==> src/rtl/model_nexys_pruned_5_div_seq_21s_8s.sv <==
// Sequential 21s/8s restoring divider: 21 shift-subtract steps, one sign step, saturating 13-bit quotient.
// Build option DIV_SEQ_REM_OUT_EN drives the signed remainder on rem; without it rem is tied to zero.
module model_nexys_pruned_5_div_seq_21s_8s #(
    parameter logic [31:0] ID = 32'd1
) (
    input  logic               clk,
    input  logic               reset_n,
    input  logic               ce,
    // Handshakes: a transfer happens on a rising edge where ce, valid and ready are all high.
    input  logic               in_valid,
    output logic               in_ready,
    input  logic signed [20:0] dividend,
    input  logic signed [7:0]  divisor,
    output logic               out_valid,
    input  logic               out_ready,
    output logic [12:0]        quot,
    output logic signed [7:0]  rem,
    output logic               sat,
    output logic               dz
);

    typedef enum logic [1:0] {
        S_IDLE = 2'd0,
        S_CALC = 2'd1,
        S_SIGN = 2'd2,
        S_DONE = 2'd3
    } state_t;

    localparam logic [12:0] QUOT_MAX = 13'd8191;

    state_t      state_q;
    logic [4:0]  cnt_q;
    logic [20:0] mag_q;      // dividend magnitude, shifted out while quotient bits shift in
    logic [7:0]  dvs_q;      // divisor magnitude, 128 representable
    logic [8:0]  part_q;     // partial remainder
    logic        neg_n_q;
    logic        neg_d_q;
    logic        out_valid_q;
    logic [12:0] quot_q;
    logic        sat_q;
    logic        dz_q;

    logic [8:0]  part_sh;
    logic        sub_ok;
    logic [8:0]  part_d;
    logic [20:0] mag_d;
    logic        q_neg;
    logic        unused_id;

    assign unused_id = ^ID;

    assign part_sh = {part_q[7:0], mag_q[20]};
    assign sub_ok  = (part_sh >= {1'b0, dvs_q});
    assign part_d  = sub_ok ? (part_sh - {1'b0, dvs_q}) : part_sh;
    assign mag_d   = {mag_q[19:0], sub_ok};
    assign q_neg   = neg_n_q ^ neg_d_q;

    always_ff @(posedge clk or negedge reset_n) begin
        if (!reset_n) begin
            state_q     <= S_IDLE;
            cnt_q       <= '0;
            mag_q       <= '0;
            dvs_q       <= '0;
            part_q      <= '0;
            neg_n_q     <= 1'b0;
            neg_d_q     <= 1'b0;
            out_valid_q <= 1'b0;
            quot_q      <= '0;
            sat_q       <= 1'b0;
            dz_q        <= 1'b0;
        end else if (ce) begin
            unique case (state_q)
                S_IDLE: begin
                    if (in_valid) begin
                        mag_q   <= dividend[20] ? 21'(-dividend) : dividend;
                        dvs_q   <= divisor[7] ? 8'(-divisor) : divisor;
                        neg_n_q <= dividend[20];
                        neg_d_q <= divisor[7];
                        part_q  <= '0;
                        cnt_q   <= 5'd21;
                        state_q <= S_CALC;
                    end
                end
                S_CALC: begin
                    mag_q  <= mag_d;
                    part_q <= part_d;
                    cnt_q  <= cnt_q - 5'd1;
                    if (cnt_q == 5'd1) begin
                        state_q <= S_SIGN;
                    end
                end
                S_SIGN: begin
                    // Any nonzero negative quotient is below the unsigned range.
                    if (dvs_q == 8'd0) begin
                        quot_q <= QUOT_MAX;
                        sat_q  <= 1'b0;
                        dz_q   <= 1'b1;
                    end else if (q_neg && (mag_q != 21'd0)) begin
                        quot_q <= '0;
                        sat_q  <= 1'b1;
                        dz_q   <= 1'b0;
                    end else if (mag_q > 21'(QUOT_MAX)) begin
                        quot_q <= QUOT_MAX;
                        sat_q  <= 1'b1;
                        dz_q   <= 1'b0;
                    end else begin
                        quot_q <= mag_q[12:0];
                        sat_q  <= 1'b0;
                        dz_q   <= 1'b0;
                    end
                    out_valid_q <= 1'b1;
                    state_q     <= S_DONE;
                end
                S_DONE: begin
                    if (out_ready) begin
                        out_valid_q <= 1'b0;
                        state_q     <= S_IDLE;
                    end
                end
                default: state_q <= S_IDLE;
            endcase
        end
    end

`ifdef DIV_SEQ_REM_OUT_EN
    logic signed [7:0] rem_q;

    // Remainder magnitude is below the divisor magnitude, so it fits in 7 bits plus sign.
    always_ff @(posedge clk or negedge reset_n) begin
        if (!reset_n) begin
            rem_q <= '0;
        end else if (ce && (state_q == S_SIGN)) begin
            if (dvs_q == 8'd0) begin
                rem_q <= '0;
            end else if (neg_n_q) begin
                rem_q <= 8'(-part_q[7:0]);
            end else begin
                rem_q <= part_q[7:0];
            end
        end
    end

    assign rem = rem_q;
`else
    assign rem = '0;
`endif

    assign in_ready  = ce & (state_q == S_IDLE);
    assign out_valid = out_valid_q;
    assign quot      = quot_q;
    assign sat       = sat_q;
    assign dz        = dz_q;

endmodule
==> config.mk <==
export PLATFORM = sky130hd
export DESIGN_NAME = model_nexys_pruned_5_div_seq_21s_8s
export DESIGN_NICKNAME = d
export VERILOG_FILES = /design/src/rtl/model_nexys_pruned_5_div_seq_21s_8s.sv
export SDC_FILE = /design/constraint.sdc
export NUM_CORES = 1
export LEC_CHECK = 0
export ABC_AREA = 1
export BUFFER_PORTS_ARGS = -buffer_cell sky130_fd_sc_hd__buf_2
export CAP_MARGIN = 5
export CORE_MARGIN = 2
export CORE_UTILIZATION = 25
export DETAILED_ROUTE_END_ITERATION = 7
export PLACE_DENSITY = 0.41
export SLEW_MARGIN = 20
export SYNTH_ARGS = -nofsm -noshare
export SYNTH_HDL_FRONTEND = slang
export SYNTH_SLANG_ARGS = --single-unit
==> constraint.sdc <==
create_clock -name clk -period 1.8 [get_ports clk]
set_input_delay 0 -clock clk [delete_from_list [all_inputs] [get_ports clk]]
set_output_delay 0 -clock clk [all_outputs]
set_load 0.03 [all_outputs]
==> key figures <==
Synth
  • Cell area after technology mapping: 4130 µm²
  • Most used standard cell by instance count after synthesis: sky130_fd_sc_hd__nand2_1
  • Cell count after synthesis: 569
  • Sequential cell area fraction in the yosys report: 0.376
  • Area share of the largest cell type after synthesis: 0.376
  • Top_reg_cell synth: sky130_fd_sc_hd__dfrtp_1
  • Commonest cells post-synth: sky130_fd_sc_hd__nand2_1 (170), sky130_fd_sc_hd__inv_1 (63), sky130_fd_sc_hd__dfrtp_1 (62)
  • Library cell occupying the most area in the post-synthesis netlist: sky130_fd_sc_hd__dfrtp_1
  • Count of state elements after synthesis: 62
  • Count of unique library cells instantiated by Yosys: 38
  • Number of synthesized flops with an enable pin: 0
  • Average cell area after synthesis: 7.25 µm²
  • Top cells by area in the synthesized netlist: sky130_fd_sc_hd__dfrtp_1 (38%), sky130_fd_sc_hd__nand2_1 (15%), sky130_fd_sc_hd__inv_1 (5.7%), sky130_fd_sc_hd__nand3_1 (5.7%), sky130_fd_sc_hd__ha_1 (4.9%)
  • Async set-reset flop share out of synthesis: 1.00
  • Count of synthesis-stage warnings from yosys: 0

Timing
  • Skew final: 0.00533 ns
  • Achievable clock frequency: 570 MHz
  • Endpoints failing hold: 2
  • Clock period minus final worst setup slack: 1.75 ns
  • Worst Hold Margin: -0.00145 ns
  • Unrepaired setup endpoints after global routing: yes
  • Minimum setup slack in the final design: 0.0464 ns
  • Max-slew violation total from the final report: 0
  • Sum of negative setup slack: 0 ns
  • Final period utilization: 0.974
  • Total of endpoints with negative setup slack in the final report: 0

Global routing
  • Global-route congestion overflow total: 0
  • Wire length of the first global-routing pass: 19.0 mm
  • Via count of the first global-routing pass: 3,842
  • Maximum number of pins on one net before global-route repair: 63
  • Tot GR Track Use: 0.135
  • Antenna violations before repair: 0

Floorplanning
  • Initial core utilization: 0.258
  • Area of the placeable core: 16,000 µm²
  • DIE AREA: 17,500 µm²
  • Die width: 132 µm
  • Top Ports: 59
  • # rows: 46
  • Chip height: 132 µm

CTS
  • Maximum root-to-sink buffer count: 2
  • H-tree depth: 3
  • Clk_lat worst skew: 0.34 ns
  • # clock sinks: 62
  • Clock tree root buffer cell: sky130_fd_sc_hd__clkbuf_16
  • CTS Buf Count: 9
  • Clock input transition at the sequential cells of the worst setup and hold paths: 0.06 ns
  • TritonCTS clock tree: done

Power and ir drop
  • Areal power density over the cells: 1800 nW/µm²
  • Largest vdd supply drop: 0.627 mV
  • Static leakage power: 2.64 nW
  • Post-route total power: 9.72 mW

Finish
  • Final #Nets: 704
  • Layout cell share with drive strength beyond 1: 0.222
  • P&R area growth vs syn: 30.6%
  • Core Util, Final: 0.337
  • Final standard cell area without fillers: 5390 µm²
  • Number of standard cells in the layout, taps in and fillers out: 874
  • Total inserted antenna cells: 0

Detailed routing
  • Drt wl/cell: 13.0 µm
  • Detailed-route vias per instance: 4.50
  • Vias post-DR: 3,930
  • Detailed-routing iteration count for the pre-antenna-repair pass: 4
  • Initial drt markers: 240
  • Remaining number of nets flagged by the antenna check after routing: 0
  • Detailed-route DRC error count: 0
  • Total wirelength of the detailed-routed design: 11.4 mm

Placed design
  • Port-buffer cells: 50
  • HPWL after DPL: 8.50 mm
  • Post-Place Setup Slack: 0.00300 ns
  • Cells after DPL: 841
  • Gpl congestion: 0.817
  • Cell Area, Placed: 4730 µm²

Critical path
  • Setup crit end: part_q[4]
  • CP Data Arrival Time: 1.98 ns
  • Worst Reg-to-Reg Cells: 10
  • Element type at the critical path end: flop
  • Destination of the worst register-to-register timing path: part_q[4]
  • FF-to-FF Start: part_q[2]
  • Worst Path Required: 2.03 ns
  • Biggest fanout along the worst timing path: 5
  • Worst reg-to-reg setup slack: 0.05 ns
  • Type of the worst setup path: flop to flop
  • CP Launch Point: part_q[2]
  • Element type at the critical path start: flop

Outcome
  • Violated checks: negative hold slack
  • Run status: finished, violations left

Job
  • Max-Cap Viols: 0

Worst hold path
  • Hold/Removal Path Class: primary input to flop
## cell type report
cell class / instances / area (µm²)
inverter: 69 / 264
fill: 1741 / 10600
clock buffer: 11 / 253
timing repair buffer: 90 / 626
tap: 216 / 270
clock inverter: 5 / 81.3
multi-input combinational: 421 / 2340
sequential: 62 / 1550
## worst min path at each step
stage,start,endpoint,cells past startpoint
global route,divisor[7],neg_d_q,3
finish,dividend[9],mag_q[9],3
CTS,dividend[9],mag_q[9],3
floorplan,reset_n,cnt_q[0],0
global placement,reset_n,quot[7],2
detailed placement,reset_n,quot[7],2
## cell usage in the layout (no fill, tap or decap), types with 4 or more instances in the layout
master / instances
sky130_fd_sc_hd__buf_2: 50
sky130_fd_sc_hd__ha_1: 10
sky130_fd_sc_hd__xnor2_1: 6
sky130_fd_sc_hd__o21ai_0: 24
sky130_fd_sc_hd__nor2_2: 4
sky130_fd_sc_hd__nand4_1: 8
sky130_fd_sc_hd__nand2_1: 166
sky130_fd_sc_hd__conb_1: 8
sky130_fd_sc_hd__dfrtp_1: 61
sky130_fd_sc_hd__a21oi_1: 30
sky130_fd_sc_hd__or2_2: 4
sky130_fd_sc_hd__o21bai_1: 4
sky130_fd_sc_hd__inv_1: 59
sky130_fd_sc_hd__buf_4: 28
sky130_fd_sc_hd__o221ai_1: 8
sky130_fd_sc_hd__nand3_1: 42
sky130_fd_sc_hd__clkbuf_16: 10
sky130_fd_sc_hd__ha_4: 6
sky130_fd_sc_hd__o22ai_1: 7
sky130_fd_sc_hd__dlygate4sd3_1: 8
sky130_fd_sc_hd__nor2_1: 41
sky130_fd_sc_hd__nand3_2: 6
sky130_fd_sc_hd__xor2_1: 11
sky130_fd_sc_hd__inv_2: 9
sky130_fd_sc_hd__nand3b_1: 7
sky130_fd_sc_hd__nand2_2: 5
## per-layer routing
metal	share of wire	wire (µm)	GRT usage
met1	0.46	5230	0.170
met2	0.49	5540	0.228
met3	0.036	412	0.0234
met4	0.019	214	0.0532
met5	0	0	0
## logic make-up (layout without fill, tap and decap cells)
group | after synthesis | in the layout | share of synthesized area
XOR/XNOR | 17 | 17 | 0.0361
other | 1 | 8 | 0.000909
adder cells (fa/ha/maj) | 17 | 17 | 0.0534
AO/OA/AOI/OAI | 82 | 82 | 0.117
flip-flops | 62 | 62 | 0.376
buffers and inverters | 94 | 175 | 0.101
AND/OR/NAND/NOR | 296 | 297 | 0.315
## repair_timing
action / in CTS / in global routing
setup endpoints to repair: 3 / 28
setup buffers: 0 / 7
endpoints found under the hold margin: 68 / 0
gates cloned: 0 / 2
gates resized for setup: 3 / 27
pin swaps: 0 / 8
hold buffers: 8 / 0
## worst max-delay path, cell delays in order, from the launching register on
cell and delay, ns:
sky130_fd_sc_hd__dfrtp_1 0.42, sky130_fd_sc_hd__ha_4 0.32, sky130_fd_sc_hd__nand2_4 0.06, sky130_fd_sc_hd__nor2_4 0.11, sky130_fd_sc_hd__nand3_2 0.08, sky130_fd_sc_hd__o21a_4 0.24, sky130_fd_sc_hd__buf_12 0.14, sky130_fd_sc_hd__nand2_8 0.07
sky130_fd_sc_hd__nand2_1 0.07, sky130_fd_sc_hd__nand3_2 0.07, sky130_fd_sc_hd__nand2_1 0.05
## report_power, final
group	total [mW]	leakage [nW]	switching [mW]	internal, mW
registers	2.44	0.767	0.398	2.04
logic	5.36	1.71	3.20	2.17
clock network	1.92	0.162	0.633	1.29
## flip-flops by register name, indices dropped and copies added, names as in the netlist
register   flops
sat            1
out_valid      1
neg_d_q        1
state_q        2
dvs_q          8
mag_q         21
dz             1
cnt_q          5
part_q         8
neg_n_q        1
quot          13
No activity file was read; power rests on OpenSTA's default activity.
